### src/rtl/mem_access.sv
// MEM-stage load/store unit: req/gnt/rvalid bus master with sizing, lane steering, sign-extension, timeout; MEM_ALIGN_CHECK_EN enables misalignment abort.
// Latency: store 3 cycles (stall 2), load 4 cycles (stall 3) minimum; timeout aborts after TIMEOUT_CYCLES in REQ+WAIT.
// Backpressure: dmem_req held until dmem_gnt; pipeline stall held until the access completes or aborts.
module mem_access #(
    parameter int unsigned TIMEOUT_CYCLES = 255
) (
    input  logic        clk,
    input  logic        rst,
    input  logic        mem_mem_rd,
    input  logic        mem_mem_wr,
    input  logic [1:0]  mem_size,
    input  logic        mem_sign,
    input  logic [31:0] mem_alu_result,
    input  logic [31:0] mem_wdata,
    output logic [31:0] mem_mem_data,
    output logic        stall,
    output logic        bus_err,
    output logic        align_err,
    output logic        dmem_req,
    output logic        dmem_we,
    output logic [3:0]  dmem_be,
    output logic [31:0] dmem_addr,
    output logic [31:0] dmem_wdata,
    input  logic        dmem_gnt,
    input  logic        dmem_rvalid,
    input  logic [31:0] dmem_rdata
);
    typedef enum logic [1:0] {IDLE, REQ, WAIT, DONE} state_t;

    state_t      state_q, state_d;
    logic [15:0] cnt_q, cnt_d;
    logic [1:0]  size_q, size_d;
    logic [1:0]  lo_q, lo_d;
    logic        sign_q, sign_d;
    logic        dmem_req_q, dmem_req_d;
    logic        dmem_we_q, dmem_we_d;
    logic [3:0]  dmem_be_q, dmem_be_d;
    logic [31:0] dmem_addr_q, dmem_addr_d;
    logic [31:0] dmem_wdata_q, dmem_wdata_d;
    logic [31:0] mem_mem_data_q, mem_mem_data_d;
    logic        bus_err_q, bus_err_d;
    logic        align_err_q, align_err_d;

    logic        start;
    logic        misalign;
    logic        timeout;
    logic [1:0]  req_lo;
    logic [31:0] rd_shift;
    logic [15:0] rd_half;
    logic [31:0] ld_val;

    assign start   = mem_mem_rd | mem_mem_wr;
    assign timeout = (cnt_q == 16'(TIMEOUT_CYCLES - 1));

    always_comb begin
        misalign = 1'b0;
        req_lo   = mem_alu_result[1:0];
`ifdef MEM_ALIGN_CHECK_EN
        misalign = ((mem_size == 2'd1) && mem_alu_result[0]) ||
                   (mem_size[1] && (mem_alu_result[1:0] != 2'b00));
`else
        // Without the check, low address bits are dropped to the natural boundary.
        if (mem_size[1])
            req_lo = 2'b00;
        else if (mem_size == 2'd1)
            req_lo = {mem_alu_result[1], 1'b0};
`endif
    end

    always_comb begin
        rd_shift = dmem_rdata >> {lo_q, 3'b000};
        rd_half  = lo_q[1] ? dmem_rdata[31:16] : dmem_rdata[15:0];
        case (size_q)
            2'd0:    ld_val = {{24{sign_q & rd_shift[7]}}, rd_shift[7:0]};
            2'd1:    ld_val = {{16{sign_q & rd_half[15]}}, rd_half};
            default: ld_val = dmem_rdata;
        endcase
    end

    always_comb begin
        state_d        = state_q;
        cnt_d          = cnt_q;
        size_d         = size_q;
        lo_d           = lo_q;
        sign_d         = sign_q;
        dmem_req_d     = 1'b0;
        dmem_we_d      = dmem_we_q;
        dmem_be_d      = dmem_be_q;
        dmem_addr_d    = dmem_addr_q;
        dmem_wdata_d   = dmem_wdata_q;
        mem_mem_data_d = mem_mem_data_q;
        bus_err_d      = 1'b0;
        align_err_d    = 1'b0;

        case (state_q)
            IDLE: begin
                if (start) begin
                    cnt_d       = 16'd0;
                    size_d      = mem_size;
                    lo_d        = req_lo;
                    sign_d      = mem_sign;
                    dmem_we_d   = mem_mem_wr;
                    dmem_addr_d = {mem_alu_result[31:2], 2'b00};
                    case (mem_size)
                        2'd0: begin
                            dmem_be_d    = 4'b0001 << req_lo;
                            dmem_wdata_d = {4{mem_wdata[7:0]}};
                        end
                        2'd1: begin
                            dmem_be_d    = req_lo[1] ? 4'b1100 : 4'b0011;
                            dmem_wdata_d = {2{mem_wdata[15:0]}};
                        end
                        default: begin
                            dmem_be_d    = 4'b1111;
                            dmem_wdata_d = mem_wdata;
                        end
                    endcase
                    if (misalign) begin
                        state_d     = DONE;
                        align_err_d = 1'b1;
                        if (!mem_mem_wr)
                            mem_mem_data_d = 32'd0;
                    end else begin
                        state_d    = REQ;
                        dmem_req_d = 1'b1;
                    end
                end
            end
            REQ: begin
                cnt_d = cnt_q + 16'd1;
                if (dmem_gnt) begin
                    state_d = dmem_we_q ? DONE : WAIT;
                end else if (timeout) begin
                    state_d   = DONE;
                    bus_err_d = 1'b1;
                    if (!dmem_we_q)
                        mem_mem_data_d = 32'd0;
                end else begin
                    dmem_req_d = 1'b1;
                end
            end
            WAIT: begin
                cnt_d = cnt_q + 16'd1;
                if (dmem_rvalid) begin
                    state_d        = DONE;
                    mem_mem_data_d = ld_val;
                end else if (timeout) begin
                    state_d        = DONE;
                    bus_err_d      = 1'b1;
                    mem_mem_data_d = 32'd0;
                end
            end
            default: state_d = IDLE;
        endcase
    end

    always_ff @(posedge clk) begin
        if (rst) begin
            state_q        <= IDLE;
            cnt_q          <= 16'd0;
            size_q         <= 2'd0;
            lo_q           <= 2'd0;
            sign_q         <= 1'b0;
            dmem_req_q     <= 1'b0;
            dmem_we_q      <= 1'b0;
            dmem_be_q      <= 4'd0;
            dmem_addr_q    <= 32'd0;
            dmem_wdata_q   <= 32'd0;
            mem_mem_data_q <= 32'd0;
            bus_err_q      <= 1'b0;
            align_err_q    <= 1'b0;
        end else begin
            state_q        <= state_d;
            cnt_q          <= cnt_d;
            size_q         <= size_d;
            lo_q           <= lo_d;
            sign_q         <= sign_d;
            dmem_req_q     <= dmem_req_d;
            dmem_we_q      <= dmem_we_d;
            dmem_be_q      <= dmem_be_d;
            dmem_addr_q    <= dmem_addr_d;
            dmem_wdata_q   <= dmem_wdata_d;
            mem_mem_data_q <= mem_mem_data_d;
            bus_err_q      <= bus_err_d;
            align_err_q    <= align_err_d;
        end
    end

    // The pipeline must freeze in the very cycle the request is first seen.
    assign stall        = ((state_q == IDLE) && start) || (state_q == REQ) || (state_q == WAIT);
    assign dmem_req     = dmem_req_q;
    assign dmem_we      = dmem_we_q;
    assign dmem_be      = dmem_be_q;
    assign dmem_addr    = dmem_addr_q;
    assign dmem_wdata   = dmem_wdata_q;
    assign mem_mem_data = mem_mem_data_q;
    assign bus_err      = bus_err_q;
    assign align_err    = align_err_q;
endmodule
### config.mk
export PLATFORM = sky130hd
export DESIGN_NAME = mem_access
export DESIGN_NICKNAME = d
export VERILOG_FILES = /design/src/rtl/mem_access.sv
export SDC_FILE = /design/constraint.sdc
export NUM_CORES = 1
export LEC_CHECK = 0
export ABC_AREA = 0
export BUFFER_PORTS_ARGS = -buffer_cell sky130_fd_sc_hd__buf_2
export CORE_ASPECT_RATIO = 0.8
export CORE_MARGIN = 5
export CORE_UTILIZATION = 45
export CTS_CLUSTER_DIAMETER = 120
export CTS_CLUSTER_SIZE = 28
export DETAILED_ROUTE_END_ITERATION = 8
export GPL_TIMING_DRIVEN = 0
export PLACE_DENSITY = 0.83
export SLEW_MARGIN = 40
export SYNTH_ARGS = -nofsm -noshare
export SYNTH_HDL_FRONTEND = slang
export SYNTH_SLANG_ARGS = --single-unit
### constraint.sdc
create_clock -name clk -period 2 [get_ports clk]
set_input_delay 0.1 -clock clk [delete_from_list [all_inputs] [get_ports clk]]
set_output_delay 0.1 -clock clk [all_outputs]
set_load 0.02 [all_outputs]
== After elaboration in Yosys (flattened, before gate mapping) ==
Index checks and enable logic that the tools add are counted.
Widths: inputs -> output; s select.
Word-level totals
  register bits: 124
  bits in read-only memories: 0
  output and inout port bits: 105
  memories kept: 0
  bits in writable memories: 0
  logic and storage cells: 69
  bits of input ports: 105
  latch bits: 0
Cells by class
  reduce and logical (&&, ||, !) cells: 12
  bitwise logic cells: 3
  multiply operators: 0
  magnitude comparators: 0
  $add $sub $neg: 1
  divide/modulo/power cells: 0
  shift operators: 2
  equality and inequality tests: 10
  muxes and demuxes: 29
Operators with widths (count)
  $pmux 32 s2: 3
  $mux 32: 5
  $mux 16: 2
  $pmux 16 s2: 1
  $shr 32x5->8: 1
  $add 16x1->16 const B: 1
  $eq 16x8->1 const B: 1
  $mux 2: 5
  $mux 1: 8
  $ne 2x2->1 const B: 4
  $pmux 4 s2: 1
  $eq 2x1->1 const B: 3
  $logic_not 2->1: 3
  $pmux 2 s3: 1
  $reduce_and 5->1: 1
  $mux 4: 1
  $pmux 1 s2: 2
  $reduce_and 2->1: 2
  $reduce_bool 2->1: 2
  $shl 1x2->4 const A: 1
  $ne 3x3->1 const B: 1
  $and 1x1->1: 2
  $eq 2x2->1 const B: 1
  $logic_or 1x1->1: 2
  3 further kinds: 3

== Depth between registers and ports, before layout ==
  depth after elaboration: 5
  mapped depth: 10
  depth with buffers taken out: 7

== Least setup slack after synthesis ==
OpenSTA, ideal clock, no wires.
  path type: reg2reg
  start: register state_q[0]
  end: register cnt_q[8]
  slack: -0.014 ns
  library setup time: 0.070 ns
  required time: 1.930 ns
  period minus slack after synthesis: 2.014 ns
  buffers on the path: 1
  cell stages (with the launch flop): 8
  arrival: 1.944 ns
  path through: dfxtp_1 > inv_1 > ha_1 > nor3b_1 > or4b_1 > buf_2 > or3_1 > a21oi_1
Between the ends
  cells in the longest elaborated chain, start to end: 4
  elaborated cells between the ends (all ways): 8
  classes of those cells: eq/ne (3); mux (1); reduce/logical (4)
Ends and longest elaborated chain
  from (decl): RTL line 30  | state_t state_q, state_d;
  from (signal assigned): RTL line 173  | state_q <= state_d;
  $eq 2x1->1 or $eq 2x2->1 (tied branches): RTL line 95  | case (state_q)
  $reduce_or 2->1 (no line)
  $reduce_bool 2->1 (no line)
  $reduce_and 2->1 (no line)
  to (signal assigned): RTL line 174  | cnt_q <= cnt_d;
  to (decl): RTL line 31  | logic [15:0] cnt_q, cnt_d;
Several ways; a longest one is shown, not always the timed one.
A chain may end at the register's enable or synchronous reset.

== Worst setup path after layout ==
  start: register state_q[1]
  end: output port stall
Between the ends
  cells in the longest elaborated chain, start to end: 4
  elaborated cells between the ends (all ways): 6
  classes of those cells: eq/ne (2); reduce/logical (4)
Ends and longest elaborated chain
  $logic_not 2->1: RTL line 190  | assign stall = ((state_q == IDLE) && start) || (state_q == REQ) || (state_q == WAIT);
  $logic_and 1x1->1: RTL line 190
  $logic_or 1x1->1: RTL line 190
  $logic_or 1x1->1 (*): RTL line 190
  to (decl): RTL line 16  | output logic stall,
Mark *: on every way between the ends. The rest lies on a longest branch, timed or not.

==> metrics.md <==
| Metric | Value |
|---|---|
| Critical Path Stages | 6 |
| CP endpoint | stall |
| RSZ-0062 raised after global routing | true |
| Crit path arrival time | 1.85 ns |
| Final GP Congestion | 0.912 |
| Actual slew at the worst max-slew pin | 0.700 ns |
| Post-Synthesis Cells | 696 |
| Fin nets | 1095 |
| Largest net degree at the start of global routing | 17 |
| Setup violators final | 0 |
| Synth Warn # | 0 |
| Post-synth top flop | dfxtp_1 |
| Total gr overflow | 0 |
| DRC | 0 |
| Area Growth Syn to Fin | 46.0% |
| Metal-1 WL | 8.35 mm |
| Synthesized area per cell | 8.24 um^2 |
| Effective utilization at floorplan | 0.465 |
| Setup WS pre-CTS | -0.306 ns |
| Met2 WL | 9.60 mm |
| Distinct cells, synth | 58 |
| Mapped Area | 0.00574 mm^2 |
| First-pass iteration count of the detailed router | 5 |
| Final Hold Vio Count | 0 |
| ANT nets after route | 0 |
| Critical path capture point type | output port |
| FF-to-FF Start | state_q[1] |
| Clock Latency Late Sink | 0.41 ns |
| Max frequency | 513 MHz |
| Max_slew headroom | 0.531 |
| CTS sink count | 124 |
| Worst setup margin | 0.0524 ns |
| Final Non-Filler Cells | 1167 |
| Post-synthesis sequential area ratio | 0.433 |
| Placed inst area | 0.00699 mm^2 |
| Post-layout util | 0.679 |
| Via/cell ratio | 5.42 |
| Rows | 36 |
| Worst VDD drop | 643 uV |
| Post-synth EDFFs | 0 |
| CTS Root Cell | clkbuf_16 |
| Status | complete, no violations |
| FF-to-FF path depth | 6 |
| Drt initial violations | 627 |
| Final period util | 0.974 |
| Routed WL per cell | 17.6 um |
| CP Launch Point | state_q[1] |
| Port Buffer Count | 204 |
| Die Area | 0.0151 mm^2 |
| Top post-synthesis cells by area | dfxtp_1, nand2_1, a21oi_1 |
| Final Hold Slack | 0.00530 ns |
| CTS Buf Count | 17 |
| Clock-pin slew on the worst setup and hold paths | 0.05 ns |
| Ratio of cells with drive above 1 in the final layout | 0.305 |
| HP Class | in2reg |
| Critical Path Start Type | register |
| Setup_tns | 0 ns |
| Critical R2R Capture | cnt_q[6] |
| Vias in the first global route | 6220 |
| Area of the core | 0.0123 mm^2 |
| Max Used Layer | met4 |
| # H-tree levels | 4 |
| Via count | 6326 |
| Final instance area | 0.00838 mm^2 |
| GR Util All Layers | 0.265 |
| Slowest stage delay, CP | 0.35 ns |
| Max capacitance violation total | 0 |
| Synth area leader | dfxtp_1 |
| FFs w/ async S/R, synth | 0 |
| Final Skew | 0.0105 ns |
| Slowest cell on crit path | dfxtp_4 |
| Register bit count reported by yosys | 124 |
| Crit-path cells | inv_1, ha_4, o21a_2, buf_6, or3_1, buf_2 |
| TritonCTS clock tree | done |
| Hold Crit Depth | 3 |
| Bufs and invs on worst path | 3 |
| Die X | 136 um |
| First-pass GRT wire length | 32.0 mm |
| Final Max Tran Viols | 0 |
| Top-area cell type share of the netlist area | 0.433 |
| Die Height | 111 um |
| Leakage Power | 3.81 nW |
| Largest delay share family, worst path | buffers and inverters |
| Tot Pwr | 8.15 mW |
| Initial antenna violation count | 0 |
| PwrDens | 973 mW/mm^2 |
| FF-to-FF setup slack | 0.06 ns |
| Metal3 WL | 2.16 mm |
| Total Wirelength | 20.6 mm |
| Clk buf depth | 2 |
| Antenna Diode Count | 0 |
| # IOs | 210 |
| Critical Path RT | 1.90 ns |
| Cell total after placement | 1073 |
| Worst-path fanout max | 10 |
| Min Tclk post-route | 1.95 ns |
| WS Path Type | reg2out |
| Final HPWL from detailed placement | 13.6 mm |
==> timing repair <==
| action | 4_1_cts | 5_1_grt |
|---|---|---|
| pin swaps | 4 | 5 |
| setup endpoints to repair | 85 | 80 |
| gates cloned | 0 | 1 |
| setup buffers | 9 | 7 |
| endpoints found under the hold margin | 50 | 0 |
| hold buffers | 49 | 0 |
| resized for setup | 23 | 39 |
==> worst register-to-register path, stage by stage (launching register included) <==
cell and delay (ns):
dfxtp_4 0.35, inv_1 0.08, ha_4 0.18, nor3b_4 0.18
or4b_4 0.57, or3_4 0.36, a21oi_2 0.14
==> logic make-up (layout without fill, tap and decap cells) <==
group | after synthesis | after routing | share of synthesized area
adder cells (fa/ha/maj) | 7 | 7 | 0.0153
flip-flops | 124 | 124 | 0.433
XOR/XNOR | 12 | 12 | 0.0183
buffers and inverters | 78 | 376 | 0.0560
other | 1 | 3 | 0.000654
AND/OR/NAND/NOR | 252 | 252 | 0.204
AO/OA/AOI/OAI | 188 | 188 | 0.214
multiplexers | 34 | 34 | 0.0595
==> cell usage in the layout, fill, tap and decap left out, drive strengths merged, types with 4 or more instances in the layout <==
master | Yosys | final
a21oi | 81 | 81
nand3 | 5 | 5
a2bb2oi | 8 | 8
inv | 22 | 22
a32oi | 8 | 8
nand4 | 6 | 6
o21ai | 40 | 40
xor2 | 9 | 9
nor2 | 39 | 39
o2bb2ai | 17 | 17
a211oi | 8 | 8
ha | 7 | 7
a311oi | 10 | 10
dfxtp | 124 | 124
buf | 19 | 239
mux2i | 33 | 33
nand2b | 20 | 20
dlygate4sd3 | 0 | 49
bufinv | 0 | 4
a221oi | 8 | 8
nand2 | 156 | 156
clkbuf | 37 | 60
==> cells in the mapped netlist, types with 2 or more instances <==
| cell type | number |
|---|---|
| ha_1 | 7 |
| inv_1 | 21 |
| dfxtp_1 | 124 |
| nand2b_1 | 20 |
| clkbuf_1 | 37 |
| o2bb2ai_1 | 17 |
| nor2b_1 | 3 |
| xor2_1 | 9 |
| a21oi_1 | 81 |
| or3_1 | 3 |
| a2bb2oi_1 | 8 |
| nand2_1 | 155 |
| buf_4 | 4 |
| a32oi_1 | 8 |
| nand3_1 | 5 |
| xnor2_1 | 3 |
| nor3b_2 | 2 |
| and3_1 | 2 |
| nor2_1 | 39 |
| mux2i_1 | 33 |
| nor3_1 | 2 |
| buf_2 | 5 |
| a211oi_1 | 8 |
| nand4_1 | 5 |
| o22ai_1 | 2 |
| a311oi_1 | 9 |
| a221oi_1 | 8 |
| buf_1 | 9 |
| o21ai_0 | 34 |
| o21ai_1 | 5 |
==> worst min-delay path by stage <==
stage                             startpoint              to  slack [ns]
after detailed placement  mem_alu_result[26]   dmem_addr[26]        0.35
final                          mem_wdata[12]  dmem_wdata[12]       0.005
after floorplan                     mem_sign          sign_q        0.24
after global routing           mem_wdata[10]  dmem_wdata[10]       0.007
after CTS                      mem_wdata[10]  dmem_wdata[10]      0.0005
after global placement     mem_alu_result[8]    dmem_addr[8]        0.34
==> layer usage <==
| metal | vias up | GRT usage |
|---|---|---|
| met5 | - | 0 |
| met4 | 0 | 0.0880 |
| li1 | 2981 | - |
| met2 | 348 | 0.424 |
| met3 | 44 | 0.0971 |
| met1 | 2953 | 0.328 |
==> power breakdown <==
part / total, mW / internal (mW) / switching [mW] / leakage [nW]
clock: 3.32 / 2.25 / 1.07 / 0.315
combinational: 1.99 / 0.716 / 1.27 / 2.48
sequential: 2.85 / 2.71 / 0.137 / 1.02
total: 8.15 / 5.68 / 2.48 / 3.81
==> area by class of cell <==
type / instances / area (um^2)
Buffer: 53 / 262
Clock buffer: 26 / 509
Clock inverter: 6 / 130
Fill cell: 964 / 3960
Inverter: 22 / 87.6
Multi-Input combinational cell: 496 / 3040
Sequential cell: 124 / 2490
Tap cell: 171 / 214
Timing Repair Buffer: 269 / 1640
==> sequential cells by signal, indices dropped and copies added, names as in the netlist, 2 cells and up <==
| name | count |
|---|---|
| size_q | 2 |
| dmem_wdata | 32 |
| dmem_addr | 30 |
| state_q | 2 |
| dmem_be | 4 |
| lo_q | 2 |
| mem_mem_data | 32 |
| cnt_q | 16 |
(Power assumes the default switching activity.)
